### src/rtl/pipe_ctrl_if.sv
// Pipeline hazard-control bundle: ID/EX/MEM hazard inputs and stage-register controls.
// Purely a signal container; no logic, no added latency.
// No backpressure of its own; stalls are carried as enable/flush levels.
interface pipe_ctrl_if;
  logic [4:0]  id_rs;
  logic [4:0]  id_rt;
  logic        id_uses_rs;
  logic        id_uses_rt;
  logic        ex_is_load;
  logic [4:0]  ex_rd;
  logic        ex_branch_taken;
  logic        mem_req;
  logic        dm_ready;

  logic        pc_en;
  logic        if_id_en;
  logic        id_ex_en;
  logic        ex_mem_en;
  logic        mem_wb_en;
  logic        if_id_flush;
  logic        id_ex_flush;
  logic        mem_wb_bubble;
  logic        mem_err;
  logic [15:0] stall_cnt;

  // Pipeline datapath side: supplies hazard inputs, consumes the controls.
  modport master (
    output id_rs, id_rt, id_uses_rs, id_uses_rt, ex_is_load, ex_rd,
           ex_branch_taken, mem_req, dm_ready,
    input  pc_en, if_id_en, id_ex_en, ex_mem_en, mem_wb_en,
           if_id_flush, id_ex_flush, mem_wb_bubble, mem_err, stall_cnt
  );

  // Controller side.
  modport slave (
    input  id_rs, id_rt, id_uses_rs, id_uses_rt, ex_is_load, ex_rd,
           ex_branch_taken, mem_req, dm_ready,
    output pc_en, if_id_en, id_ex_en, ex_mem_en, mem_wb_en,
           if_id_flush, id_ex_flush, mem_wb_bubble, mem_err, stall_cnt
  );
endinterface

### src/rtl/pipe_ctrl.sv
// 5-stage pipeline hazard controller: memory-wait freeze, branch flush, load-use bubble, timeout.
// Enables/flushes are combinational (same cycle); mem_err/stall_cnt update on the next edge.
// A data-memory not-ready freezes upstream stages; 17 consecutive not-ready cycles latch ERR until reset.
module pipe_ctrl (
  input  logic         clk,
  input  logic         reset,
  pipe_ctrl_if.slave   pif
);

  typedef enum logic [1:0] {
    ST_RUN  = 2'd0,
    ST_WAIT = 2'd1,
    ST_ERR  = 2'd2
  } state_t;

  state_t      state;
  logic [3:0]  wait_cnt;
  logic        mem_err_q;
  logic [15:0] stall_cnt_q;

  logic mem_stall;
  logic load_use;
  logic pc_en_c, if_id_en_c, id_ex_en_c, ex_mem_en_c, mem_wb_en_c;
  logic if_id_flush_c, id_ex_flush_c, mem_wb_bubble_c;

  // Hazard detection: memory not-ready only counts while the controller is live.
  always_comb begin
    mem_stall = (state != ST_ERR) && pif.mem_req && !pif.dm_ready;
    load_use  = pif.ex_is_load && (pif.ex_rd != 5'd0) &&
                ((pif.id_uses_rs && (pif.id_rs == pif.ex_rd)) ||
                 (pif.id_uses_rt && (pif.id_rt == pif.ex_rd)));
  end

  // Stage controls, in priority: reset, ERR, memory wait, taken branch, load-use, normal flow.
  always_comb begin
    pc_en_c         = 1'b1;
    if_id_en_c      = 1'b1;
    id_ex_en_c      = 1'b1;
    ex_mem_en_c     = 1'b1;
    mem_wb_en_c     = 1'b1;
    if_id_flush_c   = 1'b0;
    id_ex_flush_c   = 1'b0;
    mem_wb_bubble_c = 1'b0;
    if (reset) begin
      pc_en_c         = 1'b0;
      if_id_en_c      = 1'b0;
      id_ex_en_c      = 1'b0;
      ex_mem_en_c     = 1'b0;
      mem_wb_en_c     = 1'b0;
      if_id_flush_c   = 1'b1;
      id_ex_flush_c   = 1'b1;
      mem_wb_bubble_c = 1'b1;
    end else if (state == ST_ERR) begin
      pc_en_c     = 1'b0;
      if_id_en_c  = 1'b0;
      id_ex_en_c  = 1'b0;
      ex_mem_en_c = 1'b0;
      mem_wb_en_c = 1'b0;
    end else if (mem_stall) begin
      // Freeze everything upstream of MEM; WB still advances but takes a bubble.
      pc_en_c         = 1'b0;
      if_id_en_c      = 1'b0;
      id_ex_en_c      = 1'b0;
      ex_mem_en_c     = 1'b0;
      mem_wb_bubble_c = 1'b1;
    end else if (pif.ex_branch_taken) begin
      // Wrong-path instructions in IF/ID and ID/EX are squashed; load-use is moot.
      if_id_flush_c = 1'b1;
      id_ex_flush_c = 1'b1;
    end else if (load_use) begin
      // Hold PC and IF/ID for one cycle, inject a bubble into EX.
      pc_en_c       = 1'b0;
      if_id_en_c    = 1'b0;
      id_ex_flush_c = 1'b1;
    end
  end

  // FSM plus sticky error flag and saturating stall counter.
  always_ff @(posedge clk) begin
    if (reset) begin
      state       <= ST_RUN;
      wait_cnt    <= 4'd0;
      mem_err_q   <= 1'b0;
      stall_cnt_q <= 16'd0;
    end else begin
      case (state)
        ST_RUN: begin
          wait_cnt <= 4'd0;
          if (mem_stall) state <= ST_WAIT;
        end
        ST_WAIT: begin
          if (!mem_stall) begin
            state    <= ST_RUN;
            wait_cnt <= 4'd0;
          end else if (wait_cnt == 4'd15) begin
            state     <= ST_ERR;
            mem_err_q <= 1'b1;
          end else begin
            wait_cnt <= wait_cnt + 4'd1;
          end
        end
        default: begin
          state     <= ST_ERR;
          mem_err_q <= 1'b1;
        end
      endcase
      if ((state != ST_ERR) && !pc_en_c && (stall_cnt_q != 16'hFFFF))
        stall_cnt_q <= stall_cnt_q + 16'd1;
    end
  end

  // Drive the interface.
  always_comb begin
    pif.pc_en         = pc_en_c;
    pif.if_id_en      = if_id_en_c;
    pif.id_ex_en      = id_ex_en_c;
    pif.ex_mem_en     = ex_mem_en_c;
    pif.mem_wb_en     = mem_wb_en_c;
    pif.if_id_flush   = if_id_flush_c;
    pif.id_ex_flush   = id_ex_flush_c;
    pif.mem_wb_bubble = mem_wb_bubble_c;
    pif.mem_err       = mem_err_q;
    pif.stall_cnt     = stall_cnt_q;
  end

endmodule

### src/flat_wrapper.sv
// flat-port wrapper written by rule: the top's interface ports become plain ports
module pipe_ctrl_flat 
  (clk, reset, pif_id_rs, pif_id_rt, pif_id_uses_rs, pif_id_uses_rt, pif_ex_is_load, pif_ex_rd, pif_ex_branch_taken, pif_mem_req, pif_dm_ready, pif_pc_en, pif_if_id_en, pif_id_ex_en, pif_ex_mem_en, pif_mem_wb_en, pif_if_id_flush, pif_id_ex_flush, pif_mem_wb_bubble, pif_mem_err, pif_stall_cnt);
  pipe_ctrl_if pif_i ();
  input  logic clk;
  input  logic reset;
  input wire logic [$bits(pif_i.id_rs)-1:0] pif_id_rs;
  input wire logic [$bits(pif_i.id_rt)-1:0] pif_id_rt;
  input wire logic [$bits(pif_i.id_uses_rs)-1:0] pif_id_uses_rs;
  input wire logic [$bits(pif_i.id_uses_rt)-1:0] pif_id_uses_rt;
  input wire logic [$bits(pif_i.ex_is_load)-1:0] pif_ex_is_load;
  input wire logic [$bits(pif_i.ex_rd)-1:0] pif_ex_rd;
  input wire logic [$bits(pif_i.ex_branch_taken)-1:0] pif_ex_branch_taken;
  input wire logic [$bits(pif_i.mem_req)-1:0] pif_mem_req;
  input wire logic [$bits(pif_i.dm_ready)-1:0] pif_dm_ready;
  output wire logic [$bits(pif_i.pc_en)-1:0] pif_pc_en;
  output wire logic [$bits(pif_i.if_id_en)-1:0] pif_if_id_en;
  output wire logic [$bits(pif_i.id_ex_en)-1:0] pif_id_ex_en;
  output wire logic [$bits(pif_i.ex_mem_en)-1:0] pif_ex_mem_en;
  output wire logic [$bits(pif_i.mem_wb_en)-1:0] pif_mem_wb_en;
  output wire logic [$bits(pif_i.if_id_flush)-1:0] pif_if_id_flush;
  output wire logic [$bits(pif_i.id_ex_flush)-1:0] pif_id_ex_flush;
  output wire logic [$bits(pif_i.mem_wb_bubble)-1:0] pif_mem_wb_bubble;
  output wire logic [$bits(pif_i.mem_err)-1:0] pif_mem_err;
  output wire logic [$bits(pif_i.stall_cnt)-1:0] pif_stall_cnt;
  assign pif_i.id_rs = pif_id_rs;
  assign pif_i.id_rt = pif_id_rt;
  assign pif_i.id_uses_rs = pif_id_uses_rs;
  assign pif_i.id_uses_rt = pif_id_uses_rt;
  assign pif_i.ex_is_load = pif_ex_is_load;
  assign pif_i.ex_rd = pif_ex_rd;
  assign pif_i.ex_branch_taken = pif_ex_branch_taken;
  assign pif_i.mem_req = pif_mem_req;
  assign pif_i.dm_ready = pif_dm_ready;
  assign pif_pc_en = pif_i.pc_en;
  assign pif_if_id_en = pif_i.if_id_en;
  assign pif_id_ex_en = pif_i.id_ex_en;
  assign pif_ex_mem_en = pif_i.ex_mem_en;
  assign pif_mem_wb_en = pif_i.mem_wb_en;
  assign pif_if_id_flush = pif_i.if_id_flush;
  assign pif_id_ex_flush = pif_i.id_ex_flush;
  assign pif_mem_wb_bubble = pif_i.mem_wb_bubble;
  assign pif_mem_err = pif_i.mem_err;
  assign pif_stall_cnt = pif_i.stall_cnt;
  pipe_ctrl u_core (.clk(clk), .reset(reset), .pif(pif_i));
endmodule
### config.mk
export PLATFORM = sky130hd
export DESIGN_NAME = pipe_ctrl_flat
export DESIGN_NICKNAME = d
export VERILOG_FILES = /design/src/rtl/pipe_ctrl_if.sv /design/src/rtl/pipe_ctrl.sv /design/src/flat_wrapper.sv
export SDC_FILE = /design/constraint.sdc
export NUM_CORES = 1
export LEC_CHECK = 0
export CORE_MARGIN = 5
export CORE_UTILIZATION = 45
export CTS_BUF_LIST = sky130_fd_sc_hd__clkbuf_4 sky130_fd_sc_hd__clkbuf_8
export CTS_CLUSTER_DIAMETER = 100
export CTS_CLUSTER_SIZE = 25
export DETAILED_ROUTE_END_ITERATION = 7
export GPL_TIMING_DRIVEN = 0
export PLACE_DENSITY = 0.84
export SLEW_MARGIN = 10
export SYNTH_ARGS = -nofsm -noshare
export SYNTH_HDL_FRONTEND = slang
export SYNTH_SLANG_ARGS = --single-unit
### constraint.sdc
create_clock -name clk -period 2.34 [get_ports clk]
set_clock_uncertainty 0.15 [all_clocks]
set_input_delay 0.468 -clock clk [delete_from_list [all_inputs] [get_ports clk]]
set_output_delay 0.468 -clock clk [all_outputs]
set_load 0.02 [all_outputs]
* Yosys cells after proc, flatten, opt, wreduce, memory -nomap -nowiden
Cells that the tools add are included.
Operators by class: add/sub/neg operators 2, multiplexer cells 32, reductions and logical operators 17, bitwise gates (word level) 1, eq/ne operators 12
Operators with widths (number):
- $mux W1 | 24
- $add A16 B1 Y16 const B | 1
- $ne A16 B16 Y1 const B | 1
- $eq A5 B5 Y1 | 2
- $logic_and A1 B1 Y1 | 8
- $mux W4 | 2
- $pmux W4 S2 | 1
- $mux W2 | 3
- $ne A2 B1 Y1 const B | 3
- $ne A3 B3 Y1 const B | 2
- $reduce_bool A5 Y1 | 1
- $add A4 B1 Y4 const B | 1
- $eq A4 B4 Y1 const B | 1
- $pmux W2 S2 | 1
- $reduce_and A2 Y1 | 2
- $reduce_and A3 Y1 | 1
- $eq A2 B1 Y1 const B | 1
- $eq A2 B2 Y1 const B | 1
- $logic_not A1 Y1 | 2
- $logic_not A2 Y1 | 1
- $ne A2 B2 Y1 const B | 1
- $pmux W1 S2 | 1
- $reduce_bool A2 Y1 | 1
- $logic_or A1 B1 Y1 | 1
- $not A1 Y1 | 1
Storage, ports and cells: flip-flop bits (word level) 23, output and inout bits 25, bits of input ports 23, logic and storage cells 68

* Logic depth before layout (Yosys ltp)
depth in word-level cells 12, depth in mapped cells 9, depth with buffers taken out 7

* Worst setup path before layout
OpenSTA, ideal clock, no wires.
kind input to output, from input pif_mem_req, to output pif_pc_en, data arrival time 1.898 ns, slack -0.176 ns, stages on the path 5, cell sequence nor2b_1 buf_2 nor3_1 o21a_1 buf_4
Between the ends: longest elaborated chain between the ends 5
RTL lines:
- start, declared | RTL line flat_wrapper.sv:14 | input wire logic [$bits(pif_i.mem_req)-1:0] pif_mem_req;
- $logic_and A1 B1 Y1 (2 in a row) | RTL line pipe_ctrl.sv:28 | mem_stall = (state != ST_ERR) && pif.mem_req && !pif.dm_ready;
- $mux W1 (3 in a row)
- end, declared | RTL line flat_wrapper.sv:16 | output wire logic [$bits(pif_i.pc_en)-1:0] pif_pc_en;
No other way between the ends.

* Final worst setup path
from input pif_id_rs[4], to output pif_if_id_en
Between the ends: longest elaborated chain between the ends 9
RTL lines:
- start, declared | RTL line flat_wrapper.sv:7 | input wire logic [$bits(pif_i.id_rs)-1:0] pif_id_rs;
- $eq A5 B5 Y1 | RTL line pipe_ctrl.sv:30 | ((pif.id_uses_rs && (pif.id_rs == pif.ex_rd)) ||
- $logic_and A1 B1 Y1 | RTL line pipe_ctrl.sv:30
- $logic_or A1 B1 Y1 | RTL line pipe_ctrl.sv:30
- $logic_and A1 B1 Y1 | RTL line pipe_ctrl.sv:29 | load_use = pif.ex_is_load && (pif.ex_rd != 5'd0) &&
- $mux W1 | RTL line pipe_ctrl.sv:70 | end else if (load_use) begin
- $mux W1 | RTL line pipe_ctrl.sv:66 | end else if (pif.ex_branch_taken) begin
- $mux W1 | RTL line pipe_ctrl.sv:59 | end else if (mem_stall) begin
- $mux W1 | RTL line pipe_ctrl.sv:53 | end else if (state == ST_ERR) begin
- $mux W1 | RTL line pipe_ctrl.sv:44 | if (reset) begin
- end, declared | RTL line flat_wrapper.sv:17 | output wire logic [$bits(pif_i.if_id_en)-1:0] pif_if_id_en;
No other way between the ends.

==> flow_summary.json <==
{
  "status": "finished, violations left",
  "violations": "negative setup slack",
  "clock_sinks": 23,
  "synth_ff_type": "dfxtp_1",
  "rsz0062_at_grt": "yes",
  "cap_violations": 0,
  "rr_startpoint": "u_core.pif.stall_cnt[0]$_SDFFE_PP0P_",
  "die_y_um": 63.4,
  "synth.distinct_cells": 37,
  "grt_overflow": 0,
  "synth_cells": 156,
  "yosysTopAreaCell": "dfxtp_1",
  "most-common-layout-cells": "dfxtp_1, clkdlybuf4s50_1, a21oi_1",
  "min_period_ns": 2.43,
  "rrSetupSlack_ns": 0.15,
  "yosysTopAreaCellShare_pct": 35.8,
  "antenna_found_initial": 0,
  "ys_warn_count": 0,
  "ant_nets": 0,
  "layout.nets": 237,
  "post-route-util_pct": 68.8,
  "dr.first_iter.drc_count": 58,
  "max_stage_delay_ns": 0.24,
  "cts_buffers": 3,
  "core-area_um2": 2760,
  "ios": 48,
  "setup_violations": 3,
  "critical_path_arrival_ns": 1.82,
  "avgSynthCellArea_um2": 8.24,
  "grt_pass1_vias": 1348,
  "cp-end-kind": "output pin",
  "viasPerCell": 5.74,
  "hold_path.class": "reg -> reg",
  "h-tree-depth": 1,
  "power_density_nw_per_um2": 406,
  "hold_ws_ns": 0.306,
  "fp.dieArea_um2": 4020,
  "finalCritPeriodShare_pct": 104,
  "cp.required_ns": 1.72,
  "synth_edf_count": 0,
  "cts.clk_slew.worst_paths_ns": 0.12,
  "drv_slew": 0,
  "area_delta_synth_final_pct": 47.7,
  "rows": 19,
  "finalHoldViolations": 0,
  "ys_seq_area_share_pct": 35.8,
  "port_buffers": 46,
  "relSlewSlack_pct": 64.9,
  "cp-startpoint": "pif_id_rs[4]",
  "path_buf_inv": 3,
  "start_util_pct": 46.6,
  "max_freq_ghz": 0.411,
  "dr_total_vias": 1388,
  "finalPower_mw": 0.770,
  "grt_max_degree": 13,
  "drc_errors": 0,
  "cp_slowest_cell": "dlygate4sd2_1",
  "worst_setup_path_start_kind": "input port",
  "vdd_drop_max_uv": 459,
  "synth_seq_cells": 23,
  "cts_tree": "done",
  "detail_route.first_pass.iterations": 5,
  "postCtsHoldBufs": 0,
  "cts-root-buf": "clkbuf_4",
  "grt_pass1_wl_um": 5970,
  "wire_per_inst_um": 15.2,
  "async_flop_share_pct": 0,
  "drive_gt1_share_pct": 21.3,
  "fin_ws_ns": -0.0949,
  "chipWidth_um": 63.4,
  "leakage_nw": 0.686,
  "pre_cts_slack_ns": -0.922,
  "syn_nets": 181,
  "clk_path_buf_depth": 2,
  "hp-start": "u_core.pif.mem_err$_SDFFE_PP0P_",
  "cp_cell_sequence": "dlygate4sd2_1 > xnor2_1 > nand4_1 > o22ai_2 > o211ai_1 > o21a_1 > buf_4 > buf_6",
  "clk_latency_ns": 0.30,
  "antenna_cells": 0,
  "synth_area_leaders": "dfxtp_1, a21oi_1, xnor2_1, or3_1, nand4_1",
  "cp_top_family": "compound AO/OA/AOI/OAI gates",
  "final_common_cell": "dfxtp_1",
  "syn_area_um2": 1280,
  "routed_wl_um": 3670,
  "crit_fanout": 2,
  "tightest_slew_ns": 0.527,
  "grt_use_total_pct": 17.5,
  "dp_hpwl_um": 2650,
  "critPathKind": "in -> out",
  "gp_congestion": 0.855
}
## worst register-to-register path: cells and delay by family, from the launching register on
family | cells | cell delay, ns
simple gates | 3 | 0.64
compound gates | 3 | 0.56
flops | 1 | 0.36
fa+ha+maj | 1 | 0.24
buf+inv | 1 | 0.19
## per-stage QoR
stage | cell area, µm² | TNS [ns] | instances
6_report | 1900 | -0.265 | 242
5_1_grt | 1900 | -0.513 | 242
3_3_place_gp | 1790 | -8.69 | 233
3_5_place_dp | 1790 | -9.42 | 233
2_1_floorplan | 1290 | 0 | 156
4_1_cts | 1840 | -0.195 | 239
## worst paths after layout
path         cells after the start                                    to
max                              8                          pif_if_id_en
min                              2       u_core.pif.mem_err$_SDFFE_PP0P_
max reg2reg                      8  u_core.pif.stall_cnt[6]$_SDFFE_PP0P_
min reg2reg                      2       u_core.pif.mem_err$_SDFFE_PP0P_
## layout make-up
| class | instances | area (µm²) |
|---|---|---|
| fill | 220 | 860 |
| multi-input combinational | 120 | 815 |
| timing repair buffer | 51 | 473 |
| sequential | 23 | 460 |
| buffer | 9 | 66.3 |
| tap | 31 | 38.8 |
| clock buffer | 4 | 30.0 |
| inverter | 4 | 15.0 |
## flip-flops by register name, indices dropped and copies added, names as in the netlist
signal,count
u_core.pif.mem_err,1
u_core.state,2
u_core.wait_cnt,4
u_core.pif.stall_cnt,16
## power by group
part | switching (mW) | internal, mW | leakage (nW)
Sequential | 0.00665 | 0.398 | 0.186
Combinational | 0.0828 | 0.0912 | 0.482
Clock | 0.113 | 0.0780 | 0.0184
Total | 0.203 | 0.567 | 0.686
## repair_timing
item / in CTS / in global routing
resized for setup: 73 / 14
pin swaps: 20 / 11
setup endpoints to repair: 16 / 18
buffers inserted: 2 / 3
## synthesized netlist by cell type, drive strengths merged (2+ instances only)
cell type  count
nand4          8
nand2b         3
nand3          6
nor2           9
o21ai         12
nor3           2
dfxtp         23
a21oi         20
ha             2
o211ai         2
or2            4
nand2          9
xor2           3
o31ai          3
xnor2         10
or4            3
a311oi         2
buf            6
or3           12
clkbuf         3
inv            4
and4           2
## per-layer routing
metal / share of wire, % / vias up / global-route usage (%)
li1: - / 678 / -
met1: 43 / 643 / 21.1
met2: 50 / 63 / 31.1
met3: 5.5 / 4 / 3.55
met4: 0.82 / 0 / 4.68
met5: 0 / - / 0
## logic make-up (layout without fill, tap and decap cells)
logic type | Yosys count | in the layout | share of synthesized area [%]
simple gates | 63 | 63 | 28.0
compound gates | 41 | 41 | 18.5
fa+ha+maj | 2 | 2 | 1.95
flops | 23 | 23 | 35.8
buf+inv | 13 | 68 | 6.04
xor+xnor | 13 | 13 | 8.86
mux | 1 | 1 | 0.779
(Power assumes the default switching activity.)
